==> config.mk <==
export PLATFORM = sky130hd
export DESIGN_NAME = emu_uart_fifo_ctrl_flat
export DESIGN_NICKNAME = d
export VERILOG_FILES = /design/src/rtl/emu_uart_fifo_ctrl_if.sv /design/src/rtl/emu_uart_fifo_ctrl.sv /design/src/flat_wrapper.sv
export SDC_FILE = /design/constraint.sdc
export NUM_CORES = 1
export LEC_CHECK = 0
export ABC_AREA = 1
export CORE_AREA = 2 2 184 186
export CTS_CLUSTER_SIZE = 8
export DETAILED_ROUTE_END_ITERATION = 7
export DIE_AREA = 0 0 186 188
export PLACE_DENSITY_LB_ADDON = 0.05
export SLEW_MARGIN = 20
export SYNTH_ARGS = -nofsm -noshare
export SYNTH_HDL_FRONTEND = slang
export SYNTH_SLANG_ARGS = --single-unit
==> constraint.sdc <==
create_clock -name clk -period 3 [get_ports clk]
set_input_delay 0.45 -clock clk [delete_from_list [all_inputs] [get_ports clk]]
set_output_delay 0.45 -clock clk [all_outputs]
set_load 0.01 [all_outputs]
==> src/rtl/emu_uart_fifo_ctrl_if.sv <==
// Register bus plus UART byte streams for emu_uart_fifo_ctrl.
// The master side drives requests and RX bytes; the slave returns reads, TX bytes and irq.
interface emu_uart_fifo_ctrl_if;
    logic        reg_wen;
    logic        reg_ren;
    logic [3:0]  reg_addr;
    logic [31:0] reg_wdata;
    logic [31:0] reg_rdata;
    logic        reg_rvalid;
    logic        tx_valid;
    logic [7:0]  tx_ch;
    logic        rx_valid;
    logic [7:0]  rx_ch;
    logic        irq;

    modport master (
        output reg_wen, reg_ren, reg_addr, reg_wdata, rx_valid, rx_ch,
        input  reg_rdata, reg_rvalid, tx_valid, tx_ch, irq
    );

    modport slave (
        input  reg_wen, reg_ren, reg_addr, reg_wdata, rx_valid, rx_ch,
        output reg_rdata, reg_rvalid, tx_valid, tx_ch, irq
    );
endinterface

==> src/rtl/emu_uart_fifo_ctrl.sv <==
// Emulated UART front end: register-mapped TX/RX byte FIFOs, a paced TX emitter
// (IDLE/SEND/GAP) and a level irq while RX data is waiting.
module emu_uart_fifo_ctrl #(
    parameter int FIFO_DEPTH = 16,
    parameter int TX_GAP     = 4
) (
    input logic                 clk,
    input logic                 resetn,
    emu_uart_fifo_ctrl_if.slave bus
);
    localparam int AW = $clog2(FIFO_DEPTH);
    localparam int CW = $clog2(TX_GAP + 2);

    localparam logic [1:0] ST_IDLE = 2'd0;
    localparam logic [1:0] ST_SEND = 2'd1;
    localparam logic [1:0] ST_GAP  = 2'd2;

    localparam logic [3:0] A_TXDATA = 4'h0;
    localparam logic [3:0] A_RXDATA = 4'h4;
    localparam logic [3:0] A_STATUS = 4'h8;

    logic [7:0]    tx_mem_q [FIFO_DEPTH];
    logic [7:0]    tx_mem_d [FIFO_DEPTH];
    logic [7:0]    rx_mem_q [FIFO_DEPTH];
    logic [7:0]    rx_mem_d [FIFO_DEPTH];
    logic [AW:0]   tx_wptr_q, tx_wptr_d, tx_rptr_q, tx_rptr_d;
    logic [AW:0]   rx_wptr_q, rx_wptr_d, rx_rptr_q, rx_rptr_d;
    logic [1:0]    state_q, state_d;
    logic [CW-1:0] gap_cnt_q, gap_cnt_d;
    logic [7:0]    tx_ch_q, tx_ch_d;
    logic [31:0]   rdata_q, rdata_d;
    logic          rvalid_q, rvalid_d;
    logic          tx_drop_q, tx_drop_d;
    logic          rx_ovr_q, rx_ovr_d;

    logic [AW:0]   tx_cnt, rx_cnt;
    logic          tx_full, tx_empty, rx_full, rx_empty;
    logic          wr_tx, rd_rx, tx_push, tx_pop, rx_push, rx_pop;
    logic          set_drop, set_ovr, clr_drop, clr_ovr;
    logic [31:0]   status;
    logic          unused_wdata;

    assign tx_cnt   = tx_wptr_q - tx_rptr_q;
    assign rx_cnt   = rx_wptr_q - rx_rptr_q;
    assign tx_empty = (tx_wptr_q == tx_rptr_q);
    assign rx_empty = (rx_wptr_q == rx_rptr_q);
    assign tx_full  = (tx_wptr_q[AW] != tx_rptr_q[AW]) && (tx_wptr_q[AW-1:0] == tx_rptr_q[AW-1:0]);
    assign rx_full  = (rx_wptr_q[AW] != rx_rptr_q[AW]) && (rx_wptr_q[AW-1:0] == rx_rptr_q[AW-1:0]);

    // A full TX FIFO drops the write even if the emitter pops in the same cycle.
    assign wr_tx    = bus.reg_wen && (bus.reg_addr == A_TXDATA);
    assign tx_push  = wr_tx && !tx_full;
    assign set_drop = wr_tx && tx_full;
    assign tx_pop   = (state_q == ST_IDLE) && !tx_empty;

    // A same-cycle RXDATA read frees a slot, so a push into a full FIFO still lands.
    assign rd_rx   = bus.reg_ren && (bus.reg_addr == A_RXDATA);
    assign rx_pop  = rd_rx && !rx_empty;
    assign rx_push = bus.rx_valid && (!rx_full || rx_pop);
    assign set_ovr = bus.rx_valid && rx_full && !rx_pop;

    assign clr_ovr  = bus.reg_wen && (bus.reg_addr == A_STATUS) && bus.reg_wdata[4];
    assign clr_drop = bus.reg_wen && (bus.reg_addr == A_STATUS) && bus.reg_wdata[5];

    assign status = {8'h00, 8'(tx_cnt), 8'(rx_cnt), 2'b00,
                     tx_drop_q, rx_ovr_q, rx_empty, rx_full, tx_empty, tx_full};

    assign unused_wdata = &{1'b0, bus.reg_wdata[31:8]};

    always_comb begin
        tx_mem_d  = tx_mem_q;
        rx_mem_d  = rx_mem_q;
        tx_wptr_d = tx_wptr_q + (AW+1)'(tx_push);
        tx_rptr_d = tx_rptr_q + (AW+1)'(tx_pop);
        rx_wptr_d = rx_wptr_q + (AW+1)'(rx_push);
        rx_rptr_d = rx_rptr_q + (AW+1)'(rx_pop);
        if (tx_push) tx_mem_d[tx_wptr_q[AW-1:0]] = bus.reg_wdata[7:0];
        if (rx_push) rx_mem_d[rx_wptr_q[AW-1:0]] = bus.rx_ch;
        tx_drop_d = set_drop || (tx_drop_q && !clr_drop);
        rx_ovr_d  = set_ovr  || (rx_ovr_q  && !clr_ovr);
    end

    // The IDLE cycle that pops the next byte is itself one of the TX_GAP idle
    // cycles, so GAP hands back to IDLE as the count steps down to 1.
    always_comb begin
        state_d   = state_q;
        gap_cnt_d = gap_cnt_q;
        tx_ch_d   = tx_ch_q;
        case (state_q)
            ST_IDLE: begin
                if (tx_pop) begin
                    tx_ch_d = tx_mem_q[tx_rptr_q[AW-1:0]];
                    state_d = ST_SEND;
                end
            end
            ST_SEND: begin
                gap_cnt_d = CW'(TX_GAP);
                state_d   = ST_GAP;
            end
            ST_GAP: begin
                gap_cnt_d = gap_cnt_q - CW'(1);
                if (gap_cnt_q <= CW'(2)) state_d = ST_IDLE;
            end
            default: state_d = ST_IDLE;
        endcase
    end

    always_comb begin
        rdata_d  = rdata_q;
        rvalid_d = bus.reg_ren;
        if (bus.reg_ren) begin
            case (bus.reg_addr)
                A_RXDATA: rdata_d = rx_empty ? 32'h0 : {23'b0, 1'b1, rx_mem_q[rx_rptr_q[AW-1:0]]};
                A_STATUS: rdata_d = status;
                default:  rdata_d = 32'h0;
            endcase
        end
    end

    always_ff @(posedge clk) begin
        tx_mem_q <= tx_mem_d;
        rx_mem_q <= rx_mem_d;
    end

    always_ff @(posedge clk or negedge resetn) begin
        if (!resetn) begin
            tx_wptr_q <= '0;
            tx_rptr_q <= '0;
            rx_wptr_q <= '0;
            rx_rptr_q <= '0;
            state_q   <= ST_IDLE;
            gap_cnt_q <= '0;
            tx_ch_q   <= '0;
            rdata_q   <= '0;
            rvalid_q  <= 1'b0;
            tx_drop_q <= 1'b0;
            rx_ovr_q  <= 1'b0;
        end else begin
            tx_wptr_q <= tx_wptr_d;
            tx_rptr_q <= tx_rptr_d;
            rx_wptr_q <= rx_wptr_d;
            rx_rptr_q <= rx_rptr_d;
            state_q   <= state_d;
            gap_cnt_q <= gap_cnt_d;
            tx_ch_q   <= tx_ch_d;
            rdata_q   <= rdata_d;
            rvalid_q  <= rvalid_d;
            tx_drop_q <= tx_drop_d;
            rx_ovr_q  <= rx_ovr_d;
        end
    end

    assign bus.tx_valid   = (state_q == ST_SEND);
    assign bus.tx_ch      = tx_ch_q;
    assign bus.reg_rdata  = rdata_q;
    assign bus.reg_rvalid = rvalid_q;
    assign bus.irq        = !rx_empty;
endmodule

==> src/flat_wrapper.sv <==
// flat-port wrapper written by rule: the top's interface ports become plain ports
module emu_uart_fifo_ctrl_flat 
#(
    parameter int FIFO_DEPTH = 16,
    parameter int TX_GAP     = 4
)
  (clk, resetn, bus_reg_wen, bus_reg_ren, bus_reg_addr, bus_reg_wdata, bus_rx_valid, bus_rx_ch, bus_reg_rdata, bus_reg_rvalid, bus_tx_valid, bus_tx_ch, bus_irq);
  emu_uart_fifo_ctrl_if bus_i ();
  input logic clk;
  input logic resetn;
  input wire logic [$bits(bus_i.reg_wen)-1:0] bus_reg_wen;
  input wire logic [$bits(bus_i.reg_ren)-1:0] bus_reg_ren;
  input wire logic [$bits(bus_i.reg_addr)-1:0] bus_reg_addr;
  input wire logic [$bits(bus_i.reg_wdata)-1:0] bus_reg_wdata;
  input wire logic [$bits(bus_i.rx_valid)-1:0] bus_rx_valid;
  input wire logic [$bits(bus_i.rx_ch)-1:0] bus_rx_ch;
  output wire logic [$bits(bus_i.reg_rdata)-1:0] bus_reg_rdata;
  output wire logic [$bits(bus_i.reg_rvalid)-1:0] bus_reg_rvalid;
  output wire logic [$bits(bus_i.tx_valid)-1:0] bus_tx_valid;
  output wire logic [$bits(bus_i.tx_ch)-1:0] bus_tx_ch;
  output wire logic [$bits(bus_i.irq)-1:0] bus_irq;
  assign bus_i.reg_wen = bus_reg_wen;
  assign bus_i.reg_ren = bus_reg_ren;
  assign bus_i.reg_addr = bus_reg_addr;
  assign bus_i.reg_wdata = bus_reg_wdata;
  assign bus_i.rx_valid = bus_rx_valid;
  assign bus_i.rx_ch = bus_rx_ch;
  assign bus_reg_rdata = bus_i.reg_rdata;
  assign bus_reg_rvalid = bus_i.reg_rvalid;
  assign bus_tx_valid = bus_i.tx_valid;
  assign bus_tx_ch = bus_i.tx_ch;
  assign bus_irq = bus_i.irq;
  emu_uart_fifo_ctrl #(.FIFO_DEPTH(FIFO_DEPTH), .TX_GAP(TX_GAP)) u_core (.clk(clk), .resetn(resetn), .bus(bus_i));
endmodule
* Word level (Yosys, flattened, before mapping) *
Index checks and enable logic that the tools add are counted.

storage, ports and cells
  flip-flop bits (word level) = 324
  input port bits = 49
  output and inout port bits = 43
  word-level logic and storage cells = 124

operators by class
  $add $sub $neg = 7
  order comparisons = 7
  equal/unequal tests = 12
  mux-type cells = 18
  bitwise operators = 4
  reductions and logical operators = 33

operators with widths
  cell                count
  $bwmux 128          2
  $bmux 8 s4          2
  $demux 8 s4         2
  $pmux 32 s2         1
  $mux 8              6
  $add 5x1->5         4
  $ge 5x5->1 const B  4
  $not 4->5           4
  $logic_and 1x1->1   18
  $eq 5x5->1          2
  $lt 5x1->1 const B  2
  $sub 5x5->5         2
  $mux 9              1
  $eq 4x4->1          2
  $logic_not 1->1     7
  $pmux 2 s3          1
  $pmux 3 s2          1
  $eq 4x3->1 const B  1
  $eq 4x4->1 const B  1
  $logic_not 4->1     1
  $mux 2              2
  $ne 2x1->1 const B  2
  $reduce_and 2->1    2
  $le 3x2->1 const B  1
  other kinds (7)     10

* Logic depth before layout (Yosys ltp) *
Gate-level depths: netlist (run 1).

  depth in word-level cells = 6
  gate-level depth with buffers = 16
  mapped depth without buffers = 13

* Worst setup path after synthesis (run 1) *
Ideal clock, no wire load.

  kind = flip-flop to flip-flop
  from = register u_core.rx_rptr_q[1]
  to = register u_core.rx_mem_q[0] in the netlist's numbering, enable pin
  setup time = 383 ps
  arrival = 2144 ps
  path slack = 472 ps
  cell stages (with the launch flop) = 12
  period minus slack after synthesis = 2528 ps
  cells stage by stage = dfrtp_1 buf_2 inv_1 buf_2 ha_1 nand4_1 inv_1 nand2_2 nand2_2 nand2_2 nand2_4 nor3_1

on the way
  cells in the longest elaborated chain, start to end = 5
  elaborated cells between the ends (all ways) = 8

RTL lines
  element                 line                       source
  from (decl)             emu_uart_fifo_ctrl.sv:27   logic [AW:0] rx_wptr_q, rx_wptr_d, rx_rptr_q, rx_rptr_d;
  from (signal assigned)  emu_uart_fifo_ctrl.sv:142  rx_rptr_q <= rx_rptr_d;
  $eq 5x5->1              emu_uart_fifo_ctrl.sv:46   assign rx_empty = (rx_wptr_q == rx_rptr_q);
  $logic_not 1->1         --
  via bus_irq             flat_wrapper.sv:21         output wire logic [$bits(bus_i.irq)-1:0] bus_irq;
  $logic_and 1x1->1       emu_uart_fifo_ctrl.sv:58   assign rx_pop = rd_rx && !rx_empty;
  $logic_or 1x1->1        emu_uart_fifo_ctrl.sv:59   assign rx_push = bus.rx_valid && (!rx_full || rx_pop);
  $logic_and 1x1->1       emu_uart_fifo_ctrl.sv:59
  to (signal assigned)    emu_uart_fifo_ctrl.sv:122  rx_mem_q <= rx_mem_d;
  to (decl)               emu_uart_fifo_ctrl.sv:24   logic [7:0] rx_mem_q [FIFO_DEPTH];

The timed path passes the listed nets, and every way through them passes these cells.
A chain may end at the register's enable or synchronous reset.

* Worst setup path in the final report (run 1) *
  from = register u_core.rx_wptr_q[2]
  to = output bus_irq

on the way
  cells in the longest elaborated chain, start to end = 2

RTL lines
  element                 line                       source
  from (decl)             emu_uart_fifo_ctrl.sv:27
  from (signal assigned)  emu_uart_fifo_ctrl.sv:141  rx_wptr_q <= rx_wptr_d;
  $eq 5x5->1              emu_uart_fifo_ctrl.sv:46
  $logic_not 1->1         emu_uart_fifo_ctrl.sv:157  assign bus.irq = !rx_empty;
  to (decl)               flat_wrapper.sv:21

No other way between the ends.

==> metrics.json, run 1 <==
{
  "worstPathArrival_ns": 2.21,
  "wire_length_of_the_first_global_routing_pass_um": 51580,
  "io-pin-count": 92,
  "critical_path_s_slowest_cell": "clkdlybuf4s50_1",
  "cts.htree.levels": 2,
  "setup.worst_path.start": "u_core.rx_wptr_q[2]$_DFF_PN0_",
  "drt_first_pass_iters": 7,
  "syn-cell-area_um2": 13640,
  "finalMaxSlewViolations": 0,
  "fmaxAchievable_mhz": 376.6,
  "hold_violations": 0,
  "drt_first_iter_violations": 633,
  "netlist_instances": 1312,
  "synth_enable_flop_cells": 256,
  "route.detailed.wl_per_inst_um": 17.81,
  "layout_common_cells": "nand2_1, edfxtp_1, nand3_1",
  "synth_sequential_area_ratio_pct": 66.26,
  "finalSetupTns_ns": 0,
  "worst-setup-path-type": "flip-flop to output port",
  "setup_viol": 0,
  "critical_path.max_fanout": 7,
  "synth_area_leaders": "edfxtp_1, nand2_1, dfrtp_1",
  "ctsRootBufferMaster": "clkbuf_16",
  "timing.rr.start": "u_core.rx_wptr_q[2]$_DFF_PN0_",
  "slew_headroom_pct": 47.70,
  "path_clk_slew_ns": 0.05,
  "grt_util_all_layers_pct": 19.78,
  "reg2reg_slack_ns": 0.55,
  "place_area_um2": 14710,
  "die_w_um": 186,
  "grt-ovfl-total": 0,
  "rr_endpoint": "u_core.rx_mem_q[120]$_DFFE_PP_",
  "antenna_found_initial": 0,
  "portBuffers": 53,
  "area_enclosed_by_the_die_boundary_um2": 34970,
  "hp-class": "input port to async pin",
  "cts_inserted_buffers": 44,
  "finish.net_count": 1471,
  "synth_top_area_share_pct": 56.36,
  "synthesis_warning_total": 0,
  "power.leakage_nw": 6.669,
  "cp-start-kind": "flip-flop",
  "synthArstFlopShare_pct": 17.42,
  "postRouteWirelength_um": 33500,
  "final_cell_area_um2": 15980,
  "ys_ff_latch": 310,
  "synth_top_area_cell": "edfxtp_1",
  "dp.final_hpwl_um": 21470,
  "drc_errors": 0,
  "ff2ff_path_depth": 8,
  "ys_dominant_reg_cell": "edfxtp_1",
  "powerDensity_nw_per_um2": 870.9,
  "outcome": "complete, no violations",
  "cts_buffer_depth": 3,
  "die-height_um": 188,
  "placement_rows": 67,
  "largest_net_degree_at_the_start_of_global_routing": 66,
  "vias_per_cell": 4.740,
  "number_of_global_route_vias_before_repair": 8784,
  "final_min_period_over_clock_period_pct": 88.52,
  "critical_path.cell_chain": "ha_1 -> nand4_1 -> inv_1 -> nand2_2 -> clkdlybuf4s50_1",
  "final_common_cell": "nand2_1",
  "share_of_final_layout_standard_cells_stronger_than_drive_strength_1_pct": 7.816,
  "worst_setup_path_endpoint": "bus_irq",
  "drv.max_cap_violation_count": 0,
  "gpl.final_weighted_congestion": 0.8189,
  "antenna-diode-count": 0,
  "unrepaired_setup_endpoints_after_global_routing": "no",
  "start_util_pct": 41.19,
  "post_cts_resize_count": 0,
  "antenna_left": 0,
  "area_growth_syn_to_layout_pct": 17.13,
  "timing.clock.skew_ns": 0.01024,
  "synthesis.area_per_instance_um2": 10.40,
  "worst_setup_path_end_kind": "output port",
  "clk_latency_ns": 0.53,
  "vdd_drop_max_mv": 0.4498,
  "ys_types": 33,
  "worstPathRequired_ns": 2.55,
  "floorplan.core_area_um2": 33110,
  "cts_tree": "yes",
  "period_minus_slack_ns": 2.655,
  "clock_sink_count": 310,
  "detailroute.via_count": 8915,
  "worst_max_slew_pin_slew_ns": 0.7820,
  "critical_path.max_stage_delay_ns": 0.55
}
## critical path, delay by kind of cell (launching register included)
kind          cells  cell delay (ns)
simple gates      2             0.22
flops             1             0.46
fa+ha+maj         1             0.39
buf+inv           2             0.61
## cells by family after synthesis
| family | synth area share, % |
|---|---|
| simple gates | 21.44 |
| flops | 66.26 |
| buf+inv | 7.375 |
| compound gates | 1.468 |
| fa+ha+maj | 2.220 |
| xor+xnor | 1.211 |
| other cells | 0.02749 |
## report_power, final
part | switching [W] | internal [W]
Sequential | 0.000211 | 0.00508
Clock | 0.00177 | 0.00279
Combinational | 0.00278 | 0.00129
## final cells by class
type	count	area [µm²]
repair buffers	92	845.8
flip-flops and latches	310	9041
multi-input cells	784	3645
fillers	3093	17140
well taps	448	560.5
inverters	167	626.9
clock buffers	80	1257
## sequential cells by signal (all words and copies together), names as in the netlist, 2 cells and up
register,count
u_core.rx_mem_q,128
u_core.rx_rptr_q,5
u_core.tx_rptr_q,5
u_core.tx_wptr_q,5
u_core.bus.reg_rdata,18
u_core.gap_cnt_q,3
u_core.tx_mem_q,128
u_core.bus.tx_ch,8
u_core.rx_wptr_q,5
u_core.state_q,2
## metrics by stage
stage / power [W] / worst slack (ns) / utilization, % / hold WS [ns] / std cells
4_1_cts: 0.01412 / 0.3251 / 48.25 / 0.4598 / 1881
6_report: 0.01391 / 0.3445 / 48.25 / 0.4556 / 1881
2_1_floorplan: 0.008052 / 0.4723 / - / 0.1544 / 1325
3_5_place_dp: 0.009501 / 0.3704 / 44.42 / 0.4724 / 1800
3_3_place_gp: 0.009475 / 0.3712 / 44.42 / 0.4677 / 1800
5_1_grt: 0.01478 / 0.2396 / 48.25 / 0.4924 / 1881
## per-layer routing
layer | GRT usage (%) | up-vias | wire (µm) | share of wire, %
met4 | 7.238 | 0 | 1068 | 3.2
met3 | 2.622 | 71 | 1220 | 3.6
met1 | 25.38 | 4220 | 14410 | 43
li1 | - | 4440 | - | -
met2 | 34.07 | 184 | 16800 | 50
met5 | 0 | - | 0 | 0
## worst min-delay path by stage
| stage | startpoint | end | slack [ns] | cells after the start |
|---|---|---|---|---|
| final | resetn | u_core.state_q[0]$_DFFE_PN0P_ | 0.46 | 2 |
| after global routing | bus_reg_ren | u_core.bus.reg_rvalid$_DFF_PN0_ | 0.49 | 1 |
| after CTS | bus_reg_ren | u_core.bus.reg_rvalid$_DFF_PN0_ | 0.46 | 1 |
| after detailed placement | u_core.rx_ovr_q$_DFF_PN0_ | u_core.rx_ovr_q$_DFF_PN0_ | 0.47 | 2 |
| after global placement | u_core.rx_ovr_q$_DFF_PN0_ | u_core.rx_ovr_q$_DFF_PN0_ | 0.47 | 2 |
| after floorplan | resetn | u_core.bus.reg_rdata[0]$_DFFE_PN0P_ | 0.15 | 0 |
## synthesized netlist by cell type (all sizes together), types with 3 or more instances
master,instances
nand2,394
edfxtp,256
nand3,198
inv,165
nor2,102
buf,58
dfrtp,54
ha,21
o21ai,16
a21oi,10
xor2,10
xnor2,8
clkbuf,6
a22o,3
## repair_timing
item / 4_1_cts / 5_1_grt
hold buffers: 1 / 0
buffers inserted: 0 / 0
hold endpoints to repair: 22 / 0
Note: power is estimated with default switching activity, not from simulation.
==> inputs of run 2 (changes only) <==
--- a/config.mk
+++ b/config.mk
@@ -7,6 +7,7 @@
 export LEC_CHECK = 0
 export ABC_AREA = 1
 export CORE_AREA = 2 2 184 186
+export CTS_BUF_LIST = sky130_fd_sc_hd__clkbuf_8
 export CTS_CLUSTER_SIZE = 8
 export DETAILED_ROUTE_END_ITERATION = 7
 export DIE_AREA = 0 0 186 188
==> constraint.sdc (replaced) <==
create_clock -name clk -period 2.65 [get_ports clk]
set_input_delay 0.3975 -clock clk [delete_from_list [all_inputs] [get_ports clk]]
set_output_delay 0.3975 -clock clk [all_outputs]
set_load 0.01 [all_outputs]
==> run 2 against run 1 <==
Die area did not move. Critical endpoint unchanged. Via count fell by 0.12%. Critical path type unchanged. Cell area fell by 0.79%. Combinational power rose by 15%. Clock skew rose by 0.0073 ns. Worst setup slack improved by 0.095 ns. Critical path depth did not move. Highest routed layer unchanged. Routed wire length fell by 0.52%.
==> metrics.json, run 2 (synthesis results as in run 1) <==
{
  "layout_common_cells": "nand2_1, edfxtp_1, nand3_1",
  "worstPathRequired_ns": 2.25,
  "clock_sink_count": 310,
  "wire_length_of_the_first_global_routing_pass_um": 51920,
  "place_worst_setup_slack_ns": 0.2841,
  "start_util_pct": 41.19,
  "area_enclosed_by_the_die_boundary_um2": 34970,
  "setup_viol": 0,
  "hp-class": "input port to async pin",
  "slew_headroom_pct": 47.06,
  "final_common_cell": "nand2_1",
  "largest_net_degree_at_the_start_of_global_routing": 67,
  "timing.clock.skew_ns": 0.01753,
  "worst_setup_path_end_kind": "output port",
  "clk_latency_ns": 0.58,
  "share_of_final_layout_standard_cells_stronger_than_drive_strength_1_pct": 10.00,
  "finish.net_count": 1498,
  "unrepaired_setup_endpoints_after_global_routing": "no",
  "hold_violations": 0,
  "power.leakage_nw": 6.738,
  "drt_first_iter_violations": 560,
  "io-pin-count": 92,
  "cp-start-kind": "flip-flop",
  "placement_rows": 67,
  "drc_errors": 0,
  "powerDensity_nw_per_um2": 918.1,
  "outcome": "complete, no violations",
  "worstPathArrival_ns": 1.81,
  "number_of_global_route_vias_before_repair": 9061,
  "hold_slack_ns": 0.3471,
  "finalSetupTns_ns": 0,
  "drv.max_cap_violation_count": 0,
  "postRouteWirelength_um": 33320,
  "area_growth_syn_to_layout_pct": 16.20,
  "grt_util_all_layers_pct": 19.87,
  "critical_path.max_fanout": 5,
  "cts_inserted_buffers": 53,
  "ctsRootBufferMaster": "clkbuf_8",
  "cts_buffer_depth": 3,
  "period_minus_slack_ns": 2.210,
  "route.detailed.wl_per_inst_um": 17.37,
  "postLayoutSetupSlackWorst_ns": 0.4396,
  "final_min_period_over_clock_period_pct": 83.41,
  "grt-ovfl-total": 0,
  "worst-setup-path-type": "flip-flop to output port",
  "gpl.final_weighted_congestion": 0.7842,
  "portBuffers": 53,
  "antenna_found_initial": 0,
  "cts.htree.levels": 2,
  "antenna-diode-count": 0,
  "antenna_left": 0,
  "fmaxAchievable_mhz": 452.4,
  "vias_per_cell": 4.642,
  "vdd_drop_max_mv": 0.4343,
  "detailroute.via_count": 8904,
  "dp.final_hpwl_um": 21010,
  "path_clk_slew_ns": 0.06,
  "cts_tree": "yes",
  "die_w_um": 186,
  "finalMaxSlewViolations": 0,
  "floorplan.core_area_um2": 33110,
  "worst_max_slew_pin_slew_ns": 0.7916,
  "die-height_um": 188,
  "drt_first_pass_iters": 5
}
run 2: repair_timing:
item / in CTS / in global routing
hold buffers: 1 / 0
endpoints found under the hold margin: 21 / 0
setup buffers: 1 / 2
setup endpoints to repair: 1 / 1
gates resized for setup: 2 / 2
run 2: critical path, cell delays in order (launching register included):
cell            delay [ns]
dfrtp_1               0.45
ha_4                  0.32
nand4_1               0.12
inv_1                 0.09
nand2_2               0.07
dlymetal6s2s_1        0.19
run 2: worst paths after layout:
path / endpoint / start / slack, ns / cells past startpoint
min in group clk: u_core.bus.reg_rvalid$_DFF_PN0_ / bus_reg_ren / 0.36 / 1
max reg2reg: u_core.rx_wptr_q[4]$_DFF_PN0_ / u_core.rx_wptr_q[3]$_DFF_PN0_ / 0.47 / 10
max in group asynchronous: u_core.rx_wptr_q[2]$_DFF_PN0_ / resetn / 1.68 / 3
max: bus_irq / u_core.rx_wptr_q[3]$_DFF_PN0_ / 0.44 / 5
min reg2reg: u_core.bus.reg_rdata[20]$_DFFE_PN0P_ / u_core.bus.reg_rdata[20]$_DFFE_PN0P_ / 0.48 / 2
min: u_core.gap_cnt_q[1]$_DFFE_PN0P_ / resetn / 0.35 / 2
run 2: per-stage QoR:
step | util, % | instances | power, W | instance area [µm²]
floorplan | - | 1325 | 0.009114 | 13690
global placement | 44.80 | 1815 | 0.01073 | 14830
detailed placement | 44.80 | 1815 | 0.01076 | 14830
CTS | 47.81 | 1916 | 0.01478 | 15830
global route | 47.87 | 1918 | 0.01560 | 15850
finish | 47.87 | 1918 | 0.01455 | 15850
run 2: cell type report:
type	count	area, µm²
fill	3114	17260
inverter	167	626.9
clock inverter	44	197.7
clock buffer	55	757.0
multi-input combinational	784	3670
timing repair buffer	110	996.0
tap	448	560.5
sequential	310	9042
run 2: report_power, final:
| part | switching [W] | internal [W] |
|---|---|---|
| sequential | 0.000201 | 0.00574 |
| clock | 0.00190 | 0.00201 |
| combinational | 0.00312 | 0.00158 |
| total | 0.00522 | 0.00933 |
run 2: per-layer routing:
metal / vias up / share of wire (%) / global-route usage [%]
met5: - / 0 / 0
met1: 4156 / 42 / 24.27
met3: 63 / 4.1 / 3.127
met4: 0 / 3.0 / 7.238
met2: 182 / 51 / 35.24
li1: 4503 / - / -
==> patch: new RTL, settings of run 1 <==
`FIFO_DEPTH` is set to 16 in 2 places; all go to 32.
--- a/src/rtl/emu_uart_fifo_ctrl.sv
+++ b/src/rtl/emu_uart_fifo_ctrl.sv
@@ -2,5 +2,5 @@
 // (IDLE/SEND/GAP) and a level irq while RX data is waiting.
 module emu_uart_fifo_ctrl #(
-    parameter int FIFO_DEPTH = 16,
+    parameter int FIFO_DEPTH = 32,
     parameter int TX_GAP     = 4
 ) (
--- a/src/flat_wrapper.sv
+++ b/src/flat_wrapper.sv
@@ -2,5 +2,5 @@
 module emu_uart_fifo_ctrl_flat 
 #(
-    parameter int FIFO_DEPTH = 16,
+    parameter int FIFO_DEPTH = 32,
     parameter int TX_GAP     = 4
 )
Check against the original RTL: no difference found for any inputs over 4 cycles, from zero or initial values and one cycle with resetn low; that may be too few to reach the edited logic, so the function may still have changed.
==> patch against run 1 <==
Fmax down 4.7%; area after synthesis up 78%; total power up 60%; utilization up 36 points; sequential cell count up 262; wire length up 70%; sequential share of layout area up 3.9 points; first-iteration DRC count rose to 3.0 times the old value; combinational power up 18%; design area up 75%; setup slack worse by 0.13 ns; critical endpoint unchanged; clock power up 79%; cell count up 46%.
==> patch: results (changes against run 1) <==
Max VDD drop: 0.9240 mV (was 0.4498 mV)
Placement Setup Slack: 0.2935 ns (was 0.3704 ns)
met3 GRT Util: 5.593% (was 2.622%)
HPWL after DPL: 32620 um (was 21470 um)
area of the multi-input gates: 5898 um2 (was 3645 um2)
fill count: 1685 (was 3093)
Clock buffer cells: 112 (was 80)
NonClk Buf Share: 4.889% (was 5.294%)
Leak Pwr: 10.82 nW (was 6.669 nW)
Inverters excl. clock: 248 (was 167)
Multi-In Gates: 1199 (was 784)
worst skew pair latency: 0.59 ns (was 0.53 ns)
first-pass GRT wire length: 87740 um (was 51580 um)
Non-clock buffers: 159 (was 92)
Final Instance Area: 27900 um2 (was 15980 um2)
status: finished clean (unchanged)
GPL Wtd Cong: 0.8882 (was 0.8189)
top post-synthesis cells by area: edfxtp_1 (63%), dfrtp_1 (6.2%), nand2_1 (6.2%) (was edfxtp_1 (56%), nand2_1 (11%), dfrtp_1 (9.9%))
drt total wl: 56920 um (was 33500 um)
DR pass1 iterations: 5 (was 7)
reg-to-reg slack, setup: 0.27 ns (was 0.55 ns)
CTS H-tree lvls: 3 (was 2)
critical path arrival: 2.34 ns (was 2.21 ns)
Post-Syn Area per Cell: 11.39 um2 (was 10.40 um2)
vias in the first global route: 16670 (was 8784)
global-route met1 utilization: 40.85% (was 25.38%)
## patch: cell types whose count changed in the layout (fill, tap and decap cells not counted), sizes merged, moves of 9 or more
cell,run 1,this run
inv,165,249
nand3,198,250
o22ai,1,10
buf,39,105
clkbuf,80,112
edfxtp,256,512
a21oi,10,82
o21ai,16,131
nand4,1,10
o211ai,1,78
nor2,102,163
## patch: kinds of logic (layout without fill, tap and decap cells)
group | Yosys count | after routing | synth area share, %
adders and majority gates | 25 | 25 | 1.352
AOI/OAI and AO/OA | 306 | 306 | 7.240
and+or+nand+nor | 834 | 834 | 14.75
DFF | 572 | 572 | 69.60
xor gates and xnor gates | 22 | 22 | 0.7947
other | 1 | 12 | 0.01547
buffers and inverters | 368 | 527 | 6.239
## patch: critical path, cell delays in order, from the launching register on
cell             delay (ns)
dfrtp_1                0.46
ha_1                   0.39
nand2_1                0.12
nor3_1                 0.20
nand2_2                0.08
clkdlybuf4s50_1        0.50
## patch: power by group
part / internal (mW) / switching, mW / total (mW)
Combinational: 1.43 / 3.36 / 4.79
Clock: 4.99 / 3.16 / 8.16
Sequential: 9.10 / 0.211 / 9.31
## patch: how the worst min path moves through the flow
stage | from | end | slack, ns | cells after the start
after CTS | resetn | u_core.tx_rptr_q[2] | 0.06 | 2
final | resetn | u_core.gap_cnt_q[2] | 0.04 | 2
after detailed placement | u_core.rx_wptr_q[5] | u_core.rx_wptr_q[5] | 0.48 | 1
after global routing | resetn | u_core.gap_cnt_q[2] | 0.10 | 2
after global placement | u_core.bus.tx_ch[2] | u_core.bus.tx_ch[2] | 0.46 | 2
after floorplan | resetn | u_core.bus.reg_rdata[0] | 0.15 | 0
## patch: metal layers
metal / up-vias / share of wire (%)
met5: - / 0
met4: 0 / 5.0
met3: 214 / 7.9
met1: 7905 / 35
met2: 894 / 52
li1: 7570 / -
